===== src/rtl/xilinx_distram_fifo_if.sv =====
// Valid/ready bus for xilinx_distram_fifo.
// Write side: WR_VALID/WR_READY/WR_DATA. Read side: RD_VALID/RD_READY/RD_DATA.
// Status: COUNT, ALMOST_FULL, ALMOST_EMPTY, OVERFLOW.
interface xilinx_distram_fifo_if #(
  parameter int DATA_WIDTH = 8,
  parameter int ADDR_WIDTH = 6
);
  logic                  WR_VALID;
  logic                  WR_READY;
  logic [DATA_WIDTH-1:0] WR_DATA;
  logic                  RD_VALID;
  logic                  RD_READY;
  logic [DATA_WIDTH-1:0] RD_DATA;
  logic [ADDR_WIDTH:0]   COUNT;
  logic                  ALMOST_FULL;
  logic                  ALMOST_EMPTY;
  logic                  OVERFLOW;

  modport slave (
    input  WR_VALID, WR_DATA, RD_READY,
    output WR_READY, RD_VALID, RD_DATA,
    output COUNT, ALMOST_FULL, ALMOST_EMPTY,
    output OVERFLOW
  );

  modport master (
    output WR_VALID, WR_DATA, RD_READY,
    input  WR_READY, RD_VALID, RD_DATA,
    input  COUNT, ALMOST_FULL, ALMOST_EMPTY,
    input  OVERFLOW
  );
endinterface


===== src/rtl/xilinx_distram_fifo.sv =====
// Sync FIFO on dual-port distributed RAM (write on A, read on DPRA).
// Ports: WCLK, RSTN (sync, active-low), bus (xilinx_distram_fifo_if.slave).
// Macro XILINX_DISTRAM_FIFO_OREG_EN adds a registered output stage.
module xilinx_distram_fifo #(
  parameter int ADDR_WIDTH    = 6,
  parameter int DATA_WIDTH    = 8,
  parameter int AFULL_THRESH  = (1 << ADDR_WIDTH) - 4,
  parameter int AEMPTY_THRESH = 4
) (
  input  logic                  WCLK,
  input  logic                  RSTN,
  xilinx_distram_fifo_if.slave  bus
);
  localparam int AW = ADDR_WIDTH;
  localparam int DW = DATA_WIDTH;
  localparam int DEPTH = 1 << AW;
  localparam logic [AW:0] FULL_CNT = (AW+1)'(DEPTH);
  localparam logic [AW:0] ONE = (AW+1)'(1);

  logic [AW-1:0] wr_ptr_q, wr_ptr_d;
  logic [AW-1:0] rd_ptr_q, rd_ptr_d;
  logic [AW:0]   ram_cnt_q, ram_cnt_d;
  logic          ovf_q, ovf_d;

  logic          wr_ready;
  logic          wr_en;
  logic          rd_valid;
  logic          rd_acc;
  logic          ram_pop;
  logic [AW:0]   count;
  logic [DW-1:0] rd_data;
  logic [DW-1:0] dpo;

  // Distributed RAM: one column per data bit,
  // small depths map to RAM32X1D / RAM64X1D.
  if (AW <= 6) begin : g_lut
    logic [DW-1:0] mem [DEPTH];

    always_ff @(posedge WCLK) begin
      if (wr_en) mem[wr_ptr_q] <= bus.WR_DATA;
    end

    assign dpo = mem[rd_ptr_q];
  end else begin : g_bank
    // Banks of 128 entries (RAM128X1D); upper
    // address bits gate WE and select DPO.
    localparam int NB = 1 << (AW - 7);
    localparam int HB = (AW > 7) ? AW - 7 : 1;

    logic [HB-1:0] wsel;
    logic [HB-1:0] rsel;
    logic [DW-1:0] bank_dpo [NB];

    assign wsel = HB'(wr_ptr_q >> 7);
    assign rsel = HB'(rd_ptr_q >> 7);

    for (genvar b = 0; b < NB; b++) begin : g_col
      logic [DW-1:0] mem [128];
      logic          bank_we;

      assign bank_we = wr_en && (wsel == HB'(b));

      always_ff @(posedge WCLK) begin
        if (bank_we) mem[wr_ptr_q[6:0]] <= bus.WR_DATA;
      end

      assign bank_dpo[b] = mem[rd_ptr_q[6:0]];
    end

    always_comb begin
      dpo = '0;
      for (int b = 0; b < NB; b++) begin
        if (rsel == HB'(b)) dpo = bank_dpo[b];
      end
    end
  end

  // Ready depends only on RAM occupancy, so a
  // read never frees a slot in the same cycle.
  assign wr_ready = RSTN && (ram_cnt_q != FULL_CNT);
  assign wr_en    = bus.WR_VALID && wr_ready;

`ifdef XILINX_DISTRAM_FIFO_OREG_EN
  logic          oreg_v_q, oreg_v_d;
  logic [DW-1:0] oreg_q, oreg_d;
  logic [AW:0]   count_q, count_d;

  assign rd_valid = oreg_v_q;
  assign rd_acc   = oreg_v_q && bus.RD_READY;
  // Load when the register is empty, or refill
  // on the edge it is being popped.
  assign ram_pop  = (ram_cnt_q != '0) &&
                    (!oreg_v_q || bus.RD_READY);

  always_comb begin
    oreg_v_d = oreg_v_q;
    oreg_d   = oreg_q;
    unique case (1'b1)
      ram_pop: begin
        oreg_v_d = 1'b1;
        oreg_d   = dpo;
      end
      rd_acc: begin
        oreg_v_d = 1'b0;
        oreg_d   = '0;
      end
      default: ;
    endcase
  end

  always_comb begin
    count_d = ram_cnt_d + {{AW{1'b0}}, oreg_v_d};
  end

  always_ff @(posedge WCLK) begin
    if (!RSTN) begin
      oreg_v_q <= 1'b0;
      oreg_q   <= '0;
      count_q  <= '0;
    end else begin
      oreg_v_q <= oreg_v_d;
      oreg_q   <= oreg_d;
      count_q  <= count_d;
    end
  end

  assign count   = count_q;
  assign rd_data = oreg_q;
`else
  assign rd_valid = (ram_cnt_q != '0);
  assign rd_acc   = rd_valid && bus.RD_READY;
  assign ram_pop  = rd_acc;
  assign count    = ram_cnt_q;
  assign rd_data  = dpo;
`endif

  always_comb begin
    wr_ptr_d  = wr_ptr_q;
    rd_ptr_d  = rd_ptr_q;
    ram_cnt_d = ram_cnt_q;
    if (wr_en)   wr_ptr_d = wr_ptr_q + 1'b1;
    if (ram_pop) rd_ptr_d = rd_ptr_q + 1'b1;
    unique case ({wr_en, ram_pop})
      2'b10:   ram_cnt_d = ram_cnt_q + ONE;
      2'b01:   ram_cnt_d = ram_cnt_q - ONE;
      default: ram_cnt_d = ram_cnt_q;
    endcase
  end

  always_comb begin
    ovf_d = ovf_q | (bus.WR_VALID && !wr_ready);
  end

  always_ff @(posedge WCLK) begin
    if (!RSTN) begin
      wr_ptr_q  <= '0;
      rd_ptr_q  <= '0;
      ram_cnt_q <= '0;
      ovf_q     <= 1'b0;
    end else begin
      wr_ptr_q  <= wr_ptr_d;
      rd_ptr_q  <= rd_ptr_d;
      ram_cnt_q <= ram_cnt_d;
      ovf_q     <= ovf_d;
    end
  end

  assign bus.WR_READY     = wr_ready;
  assign bus.RD_VALID     = rd_valid;
  assign bus.RD_DATA      = rd_data;
  assign bus.COUNT        = count;
  assign bus.OVERFLOW     = ovf_q;
  assign bus.ALMOST_FULL  = int'(count) >= AFULL_THRESH;
  assign bus.ALMOST_EMPTY = int'(count) <= AEMPTY_THRESH;
endmodule

===== src/flat_wrapper.sv =====
// flat-port wrapper written by rule: the top's interface ports become plain ports
module xilinx_distram_fifo_flat 
#(
  parameter int ADDR_WIDTH    = 6,
  parameter int DATA_WIDTH    = 8,
  parameter int AFULL_THRESH  = (1 << ADDR_WIDTH) - 4,
  parameter int AEMPTY_THRESH = 4
)
  (WCLK, RSTN, bus_WR_VALID, bus_WR_DATA, bus_RD_READY, bus_WR_READY, bus_RD_VALID, bus_RD_DATA, bus_COUNT, bus_ALMOST_FULL, bus_ALMOST_EMPTY, bus_OVERFLOW);
  xilinx_distram_fifo_if #(.DATA_WIDTH(DATA_WIDTH), .ADDR_WIDTH(ADDR_WIDTH)) bus_i ();
  input  logic WCLK;
  input  logic RSTN;
  input wire logic [$bits(bus_i.WR_VALID)-1:0] bus_WR_VALID;
  input wire logic [$bits(bus_i.WR_DATA)-1:0] bus_WR_DATA;
  input wire logic [$bits(bus_i.RD_READY)-1:0] bus_RD_READY;
  output wire logic [$bits(bus_i.WR_READY)-1:0] bus_WR_READY;
  output wire logic [$bits(bus_i.RD_VALID)-1:0] bus_RD_VALID;
  output wire logic [$bits(bus_i.RD_DATA)-1:0] bus_RD_DATA;
  output wire logic [$bits(bus_i.COUNT)-1:0] bus_COUNT;
  output wire logic [$bits(bus_i.ALMOST_FULL)-1:0] bus_ALMOST_FULL;
  output wire logic [$bits(bus_i.ALMOST_EMPTY)-1:0] bus_ALMOST_EMPTY;
  output wire logic [$bits(bus_i.OVERFLOW)-1:0] bus_OVERFLOW;
  assign bus_i.WR_VALID = bus_WR_VALID;
  assign bus_i.WR_DATA = bus_WR_DATA;
  assign bus_i.RD_READY = bus_RD_READY;
  assign bus_WR_READY = bus_i.WR_READY;
  assign bus_RD_VALID = bus_i.RD_VALID;
  assign bus_RD_DATA = bus_i.RD_DATA;
  assign bus_COUNT = bus_i.COUNT;
  assign bus_ALMOST_FULL = bus_i.ALMOST_FULL;
  assign bus_ALMOST_EMPTY = bus_i.ALMOST_EMPTY;
  assign bus_OVERFLOW = bus_i.OVERFLOW;
  xilinx_distram_fifo #(.ADDR_WIDTH(ADDR_WIDTH), .DATA_WIDTH(DATA_WIDTH), .AFULL_THRESH(AFULL_THRESH), .AEMPTY_THRESH(AEMPTY_THRESH)) u_core (.WCLK(WCLK), .RSTN(RSTN), .bus(bus_i));
endmodule

===== config.mk =====
export PLATFORM = sky130hd
export DESIGN_NAME = xilinx_distram_fifo_flat
export DESIGN_NICKNAME = d
export VERILOG_FILES = /design/src/rtl/xilinx_distram_fifo_if.sv /design/src/rtl/xilinx_distram_fifo.sv /design/src/flat_wrapper.sv
export SDC_FILE = /design/constraint.sdc
export NUM_CORES = 1
export LEC_CHECK = 0
export BUFFER_PORTS_ARGS = -buffer_cell sky130_fd_sc_hd__buf_2
export CORE_MARGIN = 2
export CORE_UTILIZATION = 65
export DETAILED_ROUTE_END_ITERATION = 12
export GPL_ROUTABILITY_DRIVEN = 0
export HOLD_SLACK_MARGIN = 0.08
export PLACE_DENSITY = 0.82
export SLEW_MARGIN = 30
export SYNTH_ARGS = -nofsm -noshare
export SYNTH_HDL_FRONTEND = slang
export SYNTH_SLANG_ARGS = --single-unit

===== constraint.sdc =====
create_clock -name WCLK -period 7 [get_ports WCLK]
set_input_delay 0.35 -clock WCLK [delete_from_list [all_inputs] [get_ports WCLK]]
set_output_delay 0.35 -clock WCLK [all_outputs]
set_load 0.1 [all_outputs]

After elaboration in Yosys (flattened, before gate mapping)
Memory sizes are Yosys's and may differ from the RTL's. A register that Yosys moved wholly into a read port is not among the register bits.
Index checks and enable logic that the tools add are counted.
{"block": "op_classes", "reduce_logical": 7, "n_addsub": 4, "eq_ne": 3, "magnitude_cmp": 2, "n_mux": 5, "n_bitwise": 1}
{"op": "$pmux W7 S2", "count": 1}
{"op": "$add A6 B1 Y6 const B", "count": 2}
{"op": "$mux W6", "count": 2}
{"op": "$add A7 B1 Y7 const B", "count": 1}
{"op": "$ge A7 B6 Y1 const B", "count": 1}
{"op": "$le A7 B3 Y1 const B", "count": 1}
{"op": "$ne A7 B7 Y1 const B", "count": 1}
{"op": "$reduce_bool A7 Y1", "count": 1}
{"op": "$sub A7 B1 Y7 const B", "count": 1}
{"op": "$logic_and A1 B1 Y1", "count": 4}
{"op": "$eq A2 B1 Y1 const B", "count": 1}
{"op": "$eq A2 B2 Y1 const B", "count": 1}
{"op": "$mux W1", "count": 2}
{"op": "$reduce_bool A2 Y1", "count": 1}
{"op": "$logic_not A1 Y1", "count": 1}
{"op": "$or A1 B1 Y1", "count": 1}
{"block": "word_totals", "out_inout_bits": 20, "register_bits": 20, "memories": 1, "ram_bits": 512}
{"memory": "u_core.g_lut.mem", "words": 64, "width": 8, "read_ports": 1, "rd_clocked_by_memory_dff": 1, "wr": 1, "line": "xilinx_distram_fifo.sv:37", "source": "logic [DW-1:0] mem [DEPTH];"}

Logic depth before layout (Yosys ltp)
{"block": "logic_depth", "word_depth": 5, "mapped_depth": 13, "mapped_depth_nobuf": 11}

Worst setup path before layout
OpenSTA, ideal clock, no wires.
{"block": "synth_timing", "path_type": "reg2out", "startpoint": "register (tool-made name)", "endpoint": "output port bus_RD_DATA[5]", "required_ps": 6650, "stages_incl_launch_ff": 9, "slack_ps": 1733, "arrival_ps": 4917, "path_cell_list": "dfxtp_1 buf_2 buf_6 buf_4 buf_4 buf_2 a311oi_1 a31oi_1 o311ai_0"}
{"element": "to (decl)", "line": "flat_wrapper.sv:18", "source": "output wire logic [$bits(bus_i.RD_DATA)-1:0] bus_RD_DATA;"}

==> out/metrics.cfg <==
[power_and_ir_drop]
p_leak_nw = 7.04
ir_worst_vdd_mv = 0.325
power.density_nw_per_um2 = 330

[drt]
drc = 0
wl_per_cell_microns = 29.3
wl_mm = 46.0
drtAntennaViolNets = 0
dr.pass1.iters = 5
drtIter0Drc = 1387
vias = 10658
via_per_inst = 6.78

[setup_path]
slowest_stage = dfxtp_4
critical_path_class = flip-flop to output pin
reg2reg_to = u_core.bus.COUNT[6]
end_kind = output pin
cp_common_cell = mux4_2
reg2reg_setup_slack_ns = 3.46
path_max_fanout = 46
cp.required_ns = 6.65
r2r_start = u_core.bus.COUNT[3]
worstPathCellList = buf_4 > mux4_2 > mux4_2 > o2111ai_1 > o311ai_0 > buf_2
critPathMaxStageDelay_ns = 0.92
cp.arrival_ns = 4.10
cpLargestDelayFamily = buffers and inverters
cp.depth = 6
rr_worst_depth = 11
crit_buf_inv = 2
start_kind = flip-flop

[finish]
n_antenna_cell = 0
post_route_cells_drive_above_1_share_pct = 22.1
nNetsFinal = 1107
layout_common_cells = 512 x edfxtp_1, 119 x mux4_2, 86 x nor2_1
fill_cells = 1794
area_growth_pct = 9.70
final_common_cell = edfxtp_1
fin_util_pct = 71.9

[min_path]
min_from = RSTN
worstHoldEndpoint = u_core.bus.COUNT[5]
whs_path_depth = 3
hold_path.class = input port to flip-flop

[sta]
finalHoldViolCount = 0
fin_skew_ns = 0.0172
finalCritPeriodShare_pct = 63.5
min_period_ns = 4.45
grt_setup_unrepaired = no
slew_headroom_pct = 36.0
drv_slew = 0
max_freq_mhz = 225
tns_ns = 0
worst_pin_slew_ns = 0.956
setup-violations-final = 0

[placement]
post-dp-hpwl_mm = 25.7
numPortBuffers = 31

[yosys]
synth-xor-area-share_pct = 0.414
synth_compound_area_share_pct = 3.21
yosysTopAreaCell = edfxtp_1
synth_ff_type = edfxtp_1
synth-edff-count = 512
async_flop_share_pct = 0
ys_warn_count = 0
ys_seq_elements = 538
ys_seq_area_share_pct = 75.1
synth.area.top_cells = edfxtp_1 73%, mux4_2 13%, dfxtp_1 2.5%, nor2_1 1.6%, mux2i_1 1.2%
yosys.area_share.adder_pct = 0.296
yosys.area.top_type_share_pct = 72.6
yosysUniqueCellTypes = 53
synth_nets = 1079
yosys.area_share.simple_pct = 3.76
synth_top_family_by_area = multiplexers
syn_area_per_cell_sq_um = 19.9
synth_mux_area_share_pct = 15.5
netlist_area_sq_um = 21200
synthCells = 1062

[floorplanning]
start_util_pct = 65.6
core_area_sq_um = 32300
die_area_sq_um = 34000
rows = 66
boundaryPins = 32
dieWidth_microns = 184
die_h_microns = 184

[cts]
cts_buffers = 50
clk_path_buf_depth = 3
post-cts-setup-buffers = 0
cts_resized = 0
htreeDepth = 2
cts.reportedPaths.clkPinSlew_ns = 0.06
cts_tree = done
cts-root-buf = clkbuf_16
cts_hold_buf = 1
cts_sinks = 538
worstSkewPairLatency_ns = 0.57

[global_routing]
track_usage_pct = 28.0
grt_pass1_wl_mm = 68.0
grt_overflow = 0
antenna_found_initial = 1
grt_pass1_vias = 10509
grt_max_degree = 83

[status]
status = completed

[job]
max_cap_violations = 0

routing by layer:
| layer | wire length (microns) | part of all wire (%) | vias up | global-route usage (%) |
|---|---|---|---|---|
| met4 | 1490 | 3.2 | 2 | 9.95 |
| met1 | 17500 | 38 | 5433 | 40.0 |
| met5 | 13 | 0.028 | - | 0 |
| met3 | 4660 | 10 | 110 | 5.61 |
| li1 | - | - | 4408 | - |
| met2 | 22400 | 49 | 705 | 44.2 |
synthesized netlist by cell type, drive strengths merged (4+ instances only):
library cell,instances
mux2i,26
a221oi,5
or2,6
nand4,5
ha,5
nor2,88
o41ai,4
xor2,7
o221ai,8
dfxtp,26
nand2,39
nand3,5
mux2,9
buf,38
o2111ai,4
a21oi,15
clkbuf,25
o22ai,12
a211oi,10
edfxtp,512
o211ai,10
inv,9
nand2b,6
a22o,4
nor2b,9
or3,7
mux4,128
o21ai,12
metrics by stage:
stage	instance area, sq um	instances	worst slack [ns]	power, mW	hold slack (ns)
floorplan	21200	1062	1.73	4.83	0.449
global placement	21600	1479	3.16	5.08	0.444
detailed placement	21600	1479	3.13	5.11	0.474
CTS	23200	1571	2.49	7.69	0.159
global route	23200	1571	2.31	7.89	0.206
finish	23200	1571	2.55	7.67	0.184
power breakdown:
part / internal, mW / switching, mW
registers: 3.56 / 0.114
logic: 0.471 / 0.913
clock network: 1.48 / 1.13
total: 5.51 / 2.16
sequential cells by signal, summed over array words and instances (netlist names), named ones only:
register,cells
u_core.bus.COUNT,7
u_core.bus.OVERFLOW,1
u_core.g_lut.mem,512
u_core.rd_ptr_q,6
u_core.wr_ptr_q,6
area by class of cell:
type | instances | area [sq um] | area share, %
sequential | 538 | 15900 | 68.5
multi-input combinational | 452 | 4910 | 21.1
clock buffer | 71 | 1420 | 6.12
tap | 442 | 553 | 2.38
timing repair buffer | 39 | 250 | 1.08
clock inverter | 20 | 148 | 0.636
inverter | 9 | 33.8 | 0.145
worst max path at each step:
stage                         start              to  slack [ns]
after floorplan           flip-flop  bus_RD_DATA[5]        1.73
after global placement    flip-flop  bus_RD_DATA[1]        3.16
after detailed placement  flip-flop  bus_RD_DATA[1]        3.13
after CTS                 flip-flop  bus_RD_DATA[1]        2.49
after global routing      flip-flop  bus_RD_DATA[1]        2.31
final                     flip-flop  bus_RD_DATA[5]        2.55
kinds of logic after synthesis:
| logic type | count (synthesis) |
|---|---|
| AOI/OAI and AO/OA | 96 |
| adders and majority gates | 5 |
| and+or+nand+nor | 178 |
| buffers and inverters | 72 |
| muxes | 163 |
| xor gates and xnor gates | 10 |
| DFF | 538 |
worst reg2reg max path: cells and delay by family, from the launching register on:
family | cells | cell delay [ns]
XOR/XNOR | 1 | 0.12
adder cells (fa/ha/maj) | 2 | 0.60
flip-flops | 1 | 0.41
multiplexers | 1 | 0.24
AND/OR/NAND/NOR | 2 | 0.80
AO/OA/AOI/OAI | 4 | 1.13
buffers and inverters | 1 | 0.17
Power figures use the tool's default switching activity.
